`config.mk`:
```
export PLATFORM = sky130hd
export DESIGN_NAME = adau_config_sequencer
export DESIGN_NICKNAME = d
export VERILOG_FILES = /design/src/rtl/adau_pkg.sv /design/src/rtl/adau_init_rom.sv /design/src/rtl/adau_config_sequencer.sv
export SDC_FILE = /design/constraint.sdc
export NUM_CORES = 1
export LEC_CHECK = 0
export ABC_AREA = 1
export CORE_UTILIZATION = 52
export CTS_BUF_LIST = sky130_fd_sc_hd__clkbuf_8
export DETAILED_ROUTE_END_ITERATION = 16
export HOLD_SLACK_MARGIN = 0.03
export PLACE_DENSITY = 0.85
export REMOVE_ABC_BUFFERS = 1
export SLEW_MARGIN = 25
export SYNTH_ARGS = -nofsm -noshare
export SYNTH_HDL_FRONTEND = slang
export SYNTH_SLANG_ARGS = --single-unit
```
`constraint.sdc`:
```
create_clock -name clk -period 2.8 [get_ports clk]
set_clock_uncertainty 0.1 [all_clocks]
set_input_delay 0.28 -clock clk [delete_from_list [all_inputs] [get_ports clk]]
set_output_delay 0.28 -clock clk [all_outputs]
set_load 0.02 [all_outputs]
```
`src/rtl/adau_pkg.sv`:
```
// Shared types and constants for the ADAU codec configuration path.
// Each word is chip address/RW, a 16-bit register address, and 8 bits of data.
package adau_pkg;

    typedef enum logic [2:0] {
        POWERUP,
        DUMMY,
        INIT,
        POST_WAIT,
        RUN
    } adau_state_t;

    localparam logic [31:0] ADAU_DUMMY_WORD = 32'h0040_0000;

    localparam int CHIP_MSB = 31;
    localparam int CHIP_LSB = 24;
    localparam int REG_MSB  = 23;
    localparam int REG_LSB  = 8;
    localparam int DATA_MSB = 7;
    localparam int DATA_LSB = 0;

    typedef struct packed {
        logic        wait_after;
        logic [31:0] word;
    } rom_entry_t;

    function automatic logic [31:0] adau_wr(input logic [15:0] reg_addr, input logic [7:0] val);
        logic [31:0] w;
        w = '0;
        w[CHIP_MSB:CHIP_LSB] = 8'h00;
        w[REG_MSB:REG_LSB]   = reg_addr;
        w[DATA_MSB:DATA_LSB] = val;
        return w;
    endfunction

endpackage

```
`src/rtl/adau_init_rom.sv`:
```
// Board-specific codec init table: combinational index -> {wait_after, word}.
// Entry 1 enables the PLL, so the sequencer pauses after it for lock.
module adau_init_rom
    import adau_pkg::*;
(
    input  logic [3:0] idx,
    output rom_entry_t entry
);

    always_comb begin
        entry = '0;
        case (idx)
            4'd0:    entry = {1'b0, adau_wr(16'h4000, 8'h0E)};
            4'd1:    entry = {1'b1, adau_wr(16'h4002, 8'h01)};
            4'd2:    entry = {1'b0, adau_wr(16'h4000, 8'h0F)};
            4'd3:    entry = {1'b0, adau_wr(16'h4015, 8'h01)};
            4'd4:    entry = {1'b0, adau_wr(16'h4016, 8'h00)};
            4'd5:    entry = {1'b0, adau_wr(16'h4017, 8'h00)};
            4'd6:    entry = {1'b0, adau_wr(16'h4019, 8'h13)};
            4'd7:    entry = {1'b0, adau_wr(16'h401C, 8'h21)};
            4'd8:    entry = {1'b0, adau_wr(16'h401E, 8'h41)};
            4'd9:    entry = {1'b0, adau_wr(16'h4023, 8'hE7)};
            4'd10:   entry = {1'b0, adau_wr(16'h4024, 8'hE7)};
            4'd11:   entry = {1'b0, adau_wr(16'h4029, 8'h03)};
            4'd12:   entry = {1'b0, adau_wr(16'h402A, 8'h03)};
            4'd13:   entry = {1'b0, adau_wr(16'h40F2, 8'h01)};
            4'd14:   entry = {1'b0, adau_wr(16'h40F9, 8'h7F)};
            default: entry = {1'b0, adau_wr(16'h40FA, 8'h03)};
        endcase
    end

endmodule

```
`src/rtl/adau_config_sequencer.sv`:
```
// Powers up the codec, enters SPI mode, streams the init ROM, then grants the SPI master to one runtime requester.
// One outstanding word at a time; spi_valid/spi_data hold until spi_ready, and usr_ready is low while a word is pending.
module adau_config_sequencer
    import adau_pkg::*;
#(
    parameter int INIT_WAIT_CYCLES = 1200000,
    parameter int DUMMY_WRITES     = 3,
    parameter int NUM_INIT_WORDS   = 16,
    parameter int POST_WAIT_CYCLES = 240000
) (
    input  logic        clk,
    input  logic        reset,
    output logic [31:0] spi_data,
    output logic        spi_valid,
    input  logic        spi_ready,
    input  logic [31:0] usr_data,
    input  logic        usr_valid,
    output logic        usr_ready,
    output logic        init_done,
    output logic        busy
);

    localparam int MAX_WAIT   = (INIT_WAIT_CYCLES > POST_WAIT_CYCLES) ? INIT_WAIT_CYCLES : POST_WAIT_CYCLES;
    localparam int CNT_W      = (MAX_WAIT > 1) ? $clog2(MAX_WAIT) : 1;
    localparam int IDX_W      = (NUM_INIT_WORDS > 1) ? $clog2(NUM_INIT_WORDS) : 1;
    localparam int DCNT_W     = (DUMMY_WRITES > 0) ? $clog2(DUMMY_WRITES + 1) : 1;
    localparam int INIT_LAST  = (INIT_WAIT_CYCLES > 0) ? INIT_WAIT_CYCLES - 1 : 0;
    localparam int POST_LAST  = (POST_WAIT_CYCLES > 0) ? POST_WAIT_CYCLES - 1 : 0;
    localparam int DUMMY_LAST = (DUMMY_WRITES > 0) ? DUMMY_WRITES - 1 : 0;
    localparam int LAST_IDX   = NUM_INIT_WORDS - 1;

    adau_state_t       state_q, state_d;
    logic [CNT_W-1:0]  cnt_q, cnt_d;
    logic [DCNT_W-1:0] dcnt_q, dcnt_d;
    logic [IDX_W-1:0]  idx_q, idx_d;
    logic              valid_q, valid_d;
    logic [31:0]       data_q, data_d;
    logic              done_q, done_d;
    rom_entry_t        rom_entry;
    logic              xfer;
    logic              run_idle;

    adau_init_rom u_rom (
        .idx   (4'(idx_q)),
        .entry (rom_entry)
    );

    // ROM words are driven straight from the table so the next entry is ready the cycle after acceptance.
    assign spi_data  = (state_q == INIT) ? rom_entry.word : data_q;
    assign spi_valid = valid_q;
    assign init_done = done_q;
    assign xfer      = valid_q && spi_ready;
    assign run_idle  = (state_q == RUN) && !valid_q;
    assign usr_ready = run_idle;
    assign busy      = !run_idle;

    always_ff @(posedge clk) begin
        if (reset) begin
            state_q <= POWERUP;
            cnt_q   <= '0;
            dcnt_q  <= '0;
            idx_q   <= '0;
            valid_q <= 1'b0;
            data_q  <= '0;
            done_q  <= 1'b0;
        end else begin
            state_q <= state_d;
            cnt_q   <= cnt_d;
            dcnt_q  <= dcnt_d;
            idx_q   <= idx_d;
            valid_q <= valid_d;
            data_q  <= data_d;
            done_q  <= done_d;
        end
    end

    always_comb begin
        state_d = state_q;
        cnt_d   = cnt_q;
        dcnt_d  = dcnt_q;
        idx_d   = idx_q;
        valid_d = valid_q;
        data_d  = data_q;
        done_d  = done_q;
        case (state_q)
            POWERUP: begin
                if (cnt_q == CNT_W'(INIT_LAST)) begin
                    cnt_d   = '0;
                    valid_d = 1'b1;
                    if (DUMMY_WRITES == 0) begin
                        state_d = INIT;
                    end else begin
                        state_d = DUMMY;
                        data_d  = ADAU_DUMMY_WORD;
                    end
                end else begin
                    cnt_d = cnt_q + CNT_W'(1);
                end
            end
            DUMMY: begin
                if (xfer) begin
                    if (dcnt_q == DCNT_W'(DUMMY_LAST)) begin
                        dcnt_d  = '0;
                        state_d = INIT;
                    end else begin
                        dcnt_d = dcnt_q + DCNT_W'(1);
                    end
                end
            end
            INIT: begin
                // The last entry ends init even if flagged, there is nothing left to wait for.
                if (xfer) begin
                    if (idx_q == IDX_W'(LAST_IDX)) begin
                        state_d = RUN;
                        valid_d = 1'b0;
                        done_d  = 1'b1;
                    end else if (rom_entry.wait_after) begin
                        state_d = POST_WAIT;
                        valid_d = 1'b0;
                        cnt_d   = '0;
                    end else begin
                        idx_d = idx_q + IDX_W'(1);
                    end
                end
            end
            POST_WAIT: begin
                if (cnt_q == CNT_W'(POST_LAST)) begin
                    cnt_d   = '0;
                    idx_d   = idx_q + IDX_W'(1);
                    state_d = INIT;
                    valid_d = 1'b1;
                end else begin
                    cnt_d = cnt_q + CNT_W'(1);
                end
            end
            RUN: begin
                if (xfer) begin
                    valid_d = 1'b0;
                end else if (usr_valid && run_idle) begin
                    valid_d = 1'b1;
                    data_d  = usr_data;
                end
            end
            default: state_d = POWERUP;
        endcase
    end

endmodule

```
==> summary.md <==
| Metric | Value |
|---|---|
| Post-Synth XOR/XNOR Area | `less than 1%` |
| Distinct cells, synth | `34` |
| First-pass detailed-route iteration total | `5` |
| Switch Pwr | `roughly 1.2 mW` |
| Combinational Power Share | `between 30% and 40%` |
| DP Wirelength | `between 7000 and 8000 um` |
| Final wirelength | `10900 um` |
| Share of layout cells above drive strength 1 | `8.77%` |
| P&R area growth vs syn | `23.3%` |
| Initial antenna violation count | `0` |
| CTS Buffer Depth | `2` |
| Tot Pwr | `3.24 mW` |
| R2R cell count | `14` |
| Die H | `92.6 um` |
| Postcts setup bufs | `0` |
| Slew headroom | `66.5%` |
| Setup TNS | `0 ps` |
| Crit-path max FO | `9` |
| Final Max Slew Viols | `0` |
| CTS Sinks | `80` |
| WL/cell | `13.5 um` |
| Synth Instances | `636` |
| Nets | `748` |
| CTS Buf Count | `9` |
| Slowest CP cell | `dfxtp_1` |
| Multiplexer share of the synthesized area | `0%` |
| WHS Endpoint | `init_done` |
| WHS Path Cells | `2` |
| Yosys warns | `0` |
| H-tree depth | `3` |
| DIE WIDTH | `a little over 90 um` |
| Routability Congestion | `0.936` |
| Row cnt | `32` |
| EDFF count, synth | `0` |
| Grt met1 use | `33.4%` |
| Ys async rst share | `0%` |
| Setup CP Type | `reg -> reg` |
| DR vias/cell | `5.40` |
| FF-to-FF End | `u_rom.entry[11]` |
| # DRC | `0` |
| I/O Buffers | `between 70 and 80` |
| Worst path max stage delay | `360 ps` |
| Critical hold path startpoint | `init_done` |
| Syn avg cell area | `6.71 um2` |
| Buf/Inv on CP | `1` |
| Tmin final | `2510 ps` |
| Power Dens Cells | `615 nW/um2` |
| Core ar. | `7850 um2` |
| Cell-internal power | `between 2 and 2.5 mW` |
| DR iter-0 viols | `approximately 400` |
| Most used cell, CP | `nand2_1` |
| Main synth FF type | `dfxtp_1` |
| P_leak | `between 2 and 2.5 nW` |
| First-pass GRT wire length | `18200 um` |
| M3 GR Usage | `under 10%` |
| Worst endpoint required time | `around 3000 ps` |
| Crit. End Element | `flop` |
| Switching share of power | `approximately 36%` |
| Post-Synth Adder-Cell Area | `2.64%` |
| Clk pwr share | `between 20% and 30%` |
| TritonCTS clock tree | `built` |
| RSZ-0062 raised after global routing | `false` |
| Simple logic cell fraction of the synthesized area | `39.5%` |
| Outcome | `completed` |
| Post-CTS Resized | `0` |
| Main combinational cell family by area after synthesis | `simple AND/OR/NAND/NOR gates` |
| Startpoint Class | `flop` |
| Clock transition at path regs | `about 80 ps` |
| Finished layout cell area | `about 5300 um2` |
| Max Freq | `398 MHz` |
| Flop pwr share | `40.0%` |
| Top delay family on crit path | `simple AND/OR/NAND/NOR gates` |
| Commonest non-fill, non-tap cell in the layout | `nand2_1` |
| Gr usage total | `26.4%` |
| Starting density of the core | `54.4%` |
| Synthesis-stage register bit count | `80` |
| Mapped Area | `4270 um2` |
| # setup viols final | `0` |
| Max VDD drop | `0.402 mV` |
| Reg2Reg Setup Slack | `290 ps` |
| GR Layer Usage met2 | `44.0%` |
| Grt total ovfl | `0` |
| Commonest cells after routing, fill and taps aside | `218 x nand2_1, 80 x dfxtp_1, 77 x inv_1, 71 x clkdlybuf4s50_1, 53 x a21oi_1` |
| Final hold violation count | `0` |
| Antenna-violating nets left | `0` |
| Tcrit/Tclk final | `89.8%` |
| Cts hold-fix bufs | `0` |
| HP Class | `reg -> reg` |
| Critical R2R Launch | `cnt_q[0]` |
| Synth Area in Compound Gates | `9.38%` |
| Vias in the first global route | `slightly above 4000` |
| Via Count | `between 4000 and 5000` |
| Clock root cell | `clkbuf_8` |
| Fillers | `700` |
| Register area share after synthesis | `37.5%` |
| Global route hottest layer | `met2` |
| Largest net degree at the start of global routing | `44` |
| I/O Pins | `72` |
| Max Cap Violations | `0` |
| Die ar. | `8570 um2` |
| CP Cell Sequence | `ha_1 -> nand3_2 -> nor2_4 -> nand3_2 -> nand2_4 -> nand3_4 -> nand2_1 -> nand3_1 -> inv_1 -> ha_1 -> nand2_1 -> nand2_1 -> nand2_1 -> nand2_1` |
| Post-place instance area | `5050 um2` |
| Crit path DAT | `2660 ps` |
| Worst-Skew Late Latency | `around 350 ps` |
| Worst-margin pin slew | `502 ps` |
| ANT cells | `0` |
-- cells by family (layout without fill, tap and decap cells) --
logic type / after synthesis / count (layout)
AOI/OAI and AO/OA: 72 / 72
xor gates and xnor gates: 4 / 4
adders and majority gates: 9 / 9
buffers and inverters: 106 / 177
DFF: 80 / 80
and+or+nand+nor: 365 / 365
-- metal layers --
layer  routed length [um]  part of all wire (%)  up-vias
li1                     -                     -     2163
met1                 4910                    45     2017
met2                 5170                    47      164
met3                  562                   5.1       28
met4                  292                   2.7        0
met5                    0                     0        -
-- sequential cells by signal, indices dropped and copies added (netlist names) --
name and cells:
u_rom.entry 16, idx_q 4, init_done 1, cnt_q 21, state_q 3, data_q 32, dcnt_q 2, spi_valid 1
-- layout make-up --
type | instances | area (um2) | area share, %
Multi-Input combinational cell | 450 | 2230 | 42.5
Sequential cell | 80 | 1600 | 30.4
Timing Repair Buffer | 79 | 771 | 14.6
Inverter | 83 | 312 | 5.92
Tap cell | 102 | 128 | 2.42
Clock buffer | 9 | 124 | 2.35
Clock inverter | 6 | 93.8 | 1.78
-- worst min-delay path, cell delays in order (launching register included) --
cell     delay [ps]
dfxtp_1         310
inv_1            40
a21oi_1          50
-- synth_stat cells (2+ instances only) --
library cell / number / area (um2)
nand3_2: 6 / 60.1
nand4_1: 21 / 131
nand2_4: 2 / 22.5
buf_2: 9 / 45.0
a211oi_1: 3 / 22.5
o21ai_0: 7 / 35.0
nand2_1: 218 / 818
nor2_2: 5 / 31.3
nor4_1: 3 / 18.8
o2111ai_1: 3 / 26.3
nor2_1: 32 / 120
nand2_2: 5 / 31.3
buf_6: 2 / 22.5
clkbuf_1: 10 / 37.5
xor2_1: 4 / 35.0
nand3_1: 46 / 230
dfxtp_1: 80 / 1600
a21oi_1: 53 / 265
ha_1: 9 / 113
nor2_4: 5 / 56.3
inv_1: 77 / 289
buf_4: 2 / 15.0
nor3_1: 16 / 80.1
a21oi_2: 2 / 17.5
inv_2: 6 / 22.5
nor3_2: 2 / 20.0
-- power by group through the flow --
| stage | clock network (mW) | logic [mW] | registers, mW |
|---|---|---|---|
| 6_report | 0.933 | 1.01 | 1.30 |
| 5_1_grt | 0.993 | 1.11 | 1.31 |
| 4_1_cts | 0.944 | 0.988 | 1.29 |
| 3_5_place_dp | 0 | 0.974 | 1.32 |
| 3_3_place_gp | 0 | 0.945 | 1.32 |
| 2_1_floorplan | 0 | 0.641 | 1.31 |
-- how the worst max path moves through the flow --
stage | from | to | slack (ps) | cells after the start
global placement | spi_ready | u_rom.entry[8] | 390 | 13
finish | cnt_q[0] | u_rom.entry[11] | 290 | 14
global route | cnt_q[0] | u_rom.entry[9] | 100 | 15
floorplan | state_q[0] | data_q[0] | 460 | 10
detailed placement | spi_ready | u_rom.entry[5] | 290 | 13
CTS | state_q[0] | spi_data[15] | 320 | 6
-- through the flow --
stage	setup WS, ps	std cells	hold slack (ps)	util [%]
after CTS	324	809	351	67.1
after global placement	386	794	337	64.3
final	287	809	348	67.1
after detailed placement	289	794	339	64.3
after global routing	101	809	375	67.1
after floorplan	462	613	249	-
Note: power is estimated with default switching activity, not from simulation.
==> RTL edit (same flow settings) <==
Change the parameter `DUMMY_WRITES` from 3 to 2.
--- a/src/rtl/adau_config_sequencer.sv
+++ b/src/rtl/adau_config_sequencer.sv
@@ -4,7 +4,7 @@
     import adau_pkg::*;
 #(
     parameter int INIT_WAIT_CYCLES = 1200000,
-    parameter int DUMMY_WRITES     = 3,
+    parameter int DUMMY_WRITES     = 2,
     parameter int NUM_INIT_WORDS   = 16,
     parameter int POST_WAIT_CYCLES = 240000
 ) (
Formal check against the unedited RTL: no difference found for any inputs over 10 cycles, from zero or initial values and one cycle with reset high; that may be too few to reach the edited logic, so the function may still have changed.
==> RTL edit against the unedited design <==
Routed wire length is 0.16% higher. Clock power is 9% higher. Synthesized cell count shrank 0.31%. Setup slack worse by 0.20 ns. Critical path depth is 9 lower. Area after synthesis rose by 0.59%. Total power rose by 5.0%. Cell area up 1.0%. Sequential cell count unchanged. Non-clock buffer count is 2 lower. Critical path type is now reg2out. Largest cell class unchanged. Largest power group unchanged.
==> RTL edit: results <==
[pwr]
clkPwrFrac_pct = 30.1
p_switching_mw = 1.231
power.total_mw = 3.397
vdd_ir_drop_max_v = 0.0004336
cellLeakagePower_nw = 2.272

[cells_and_area]
final_util_pct = 67.78
fillerInstances = 679
final_nets = 745
drive_above_1_share_pct = 9.375

[sta]
hold_ws_ns = 0.3466
slew_headroom_pct = 62.33
fin_crit_ns = 2.708

[setup_path]
cpPeakStageDelay_ns = 0.57
r2r.worst_path.cells = 12
rr_endpoint = u_rom.entry[8]
crit_type = reg2out
arrival_ns = 2.33
cpLargestDelayFamily = buffers and inverters
critical_path.startpoint = state_q[0]
crit_path_end = spi_data[22]

[grt]
gr-usage-met2_pct = 46.08
use_met3_pct = 4.598
use_met1_pct = 33.79
grt_pass1_vias = 4096
track_usage_pct = 26.75

[routing]
wl_met1_um = 4716
drt-initial-drc-count = 183
met3WireLength_um = 595
wl_um = 10950
via_per_inst = 5.411
route.met2.wl_um = 5444

[synthesis]
ys_top_cells_by_count = 190 x nand2_1, 80 x dfxtp_1, 72 x inv_1
yosys-top-cells-area = dfxtp_1 37%, nand2_1 17%, nand3_1 8.3%, inv_1 6.3%, a21oi_1 5.6%
synth_seq_area_share_pct = 37.31
ys_types = 40

[placed_design]
place_congestion = 0.9611
place_area_um2 = 5066
post-place-ws_ns = 0.1933
hpwl_um = 7929

[status]
status = complete, no violations

[hold_path]
min_to = dcnt_q[1]
RTL edit: cell count changes after synthesis, sizes merged, moves of 3 or more:
cell,delta
a211oi,-3
a21oi,-6
buf,-6
clkbuf,+5
nand2,-27
nand3,+24
nor2,+12
nor3,-7
RTL edit: layout make-up:
type / instances / area share [%]
Clock buffer: 9 / 2.329
Sequential cell: 80 / 30.11
Tap cell: 102 / 2.399
Clock inverter: 6 / 2.188
Inverter: 84 / 6.046
Timing Repair Buffer: 77 / 14.21
Multi-Input combinational cell: 448 / 42.72
RTL edit: cells by family after synthesis:
kind of cell / share of synthesized area (%)
AOI/OAI and AO/OA: 8.686
xor gates and xnor gates: 0.8160
adders and majority gates: 2.623
buffers and inverters: 10.06
DFF: 37.31
and+or+nand+nor: 40.51
RTL edit: what timing repair did:
action / CTS / global route
hold endpoints to repair: 0 / 0
endpoints found under the setup margin: 0 / 7
resized for setup: 0 / 3
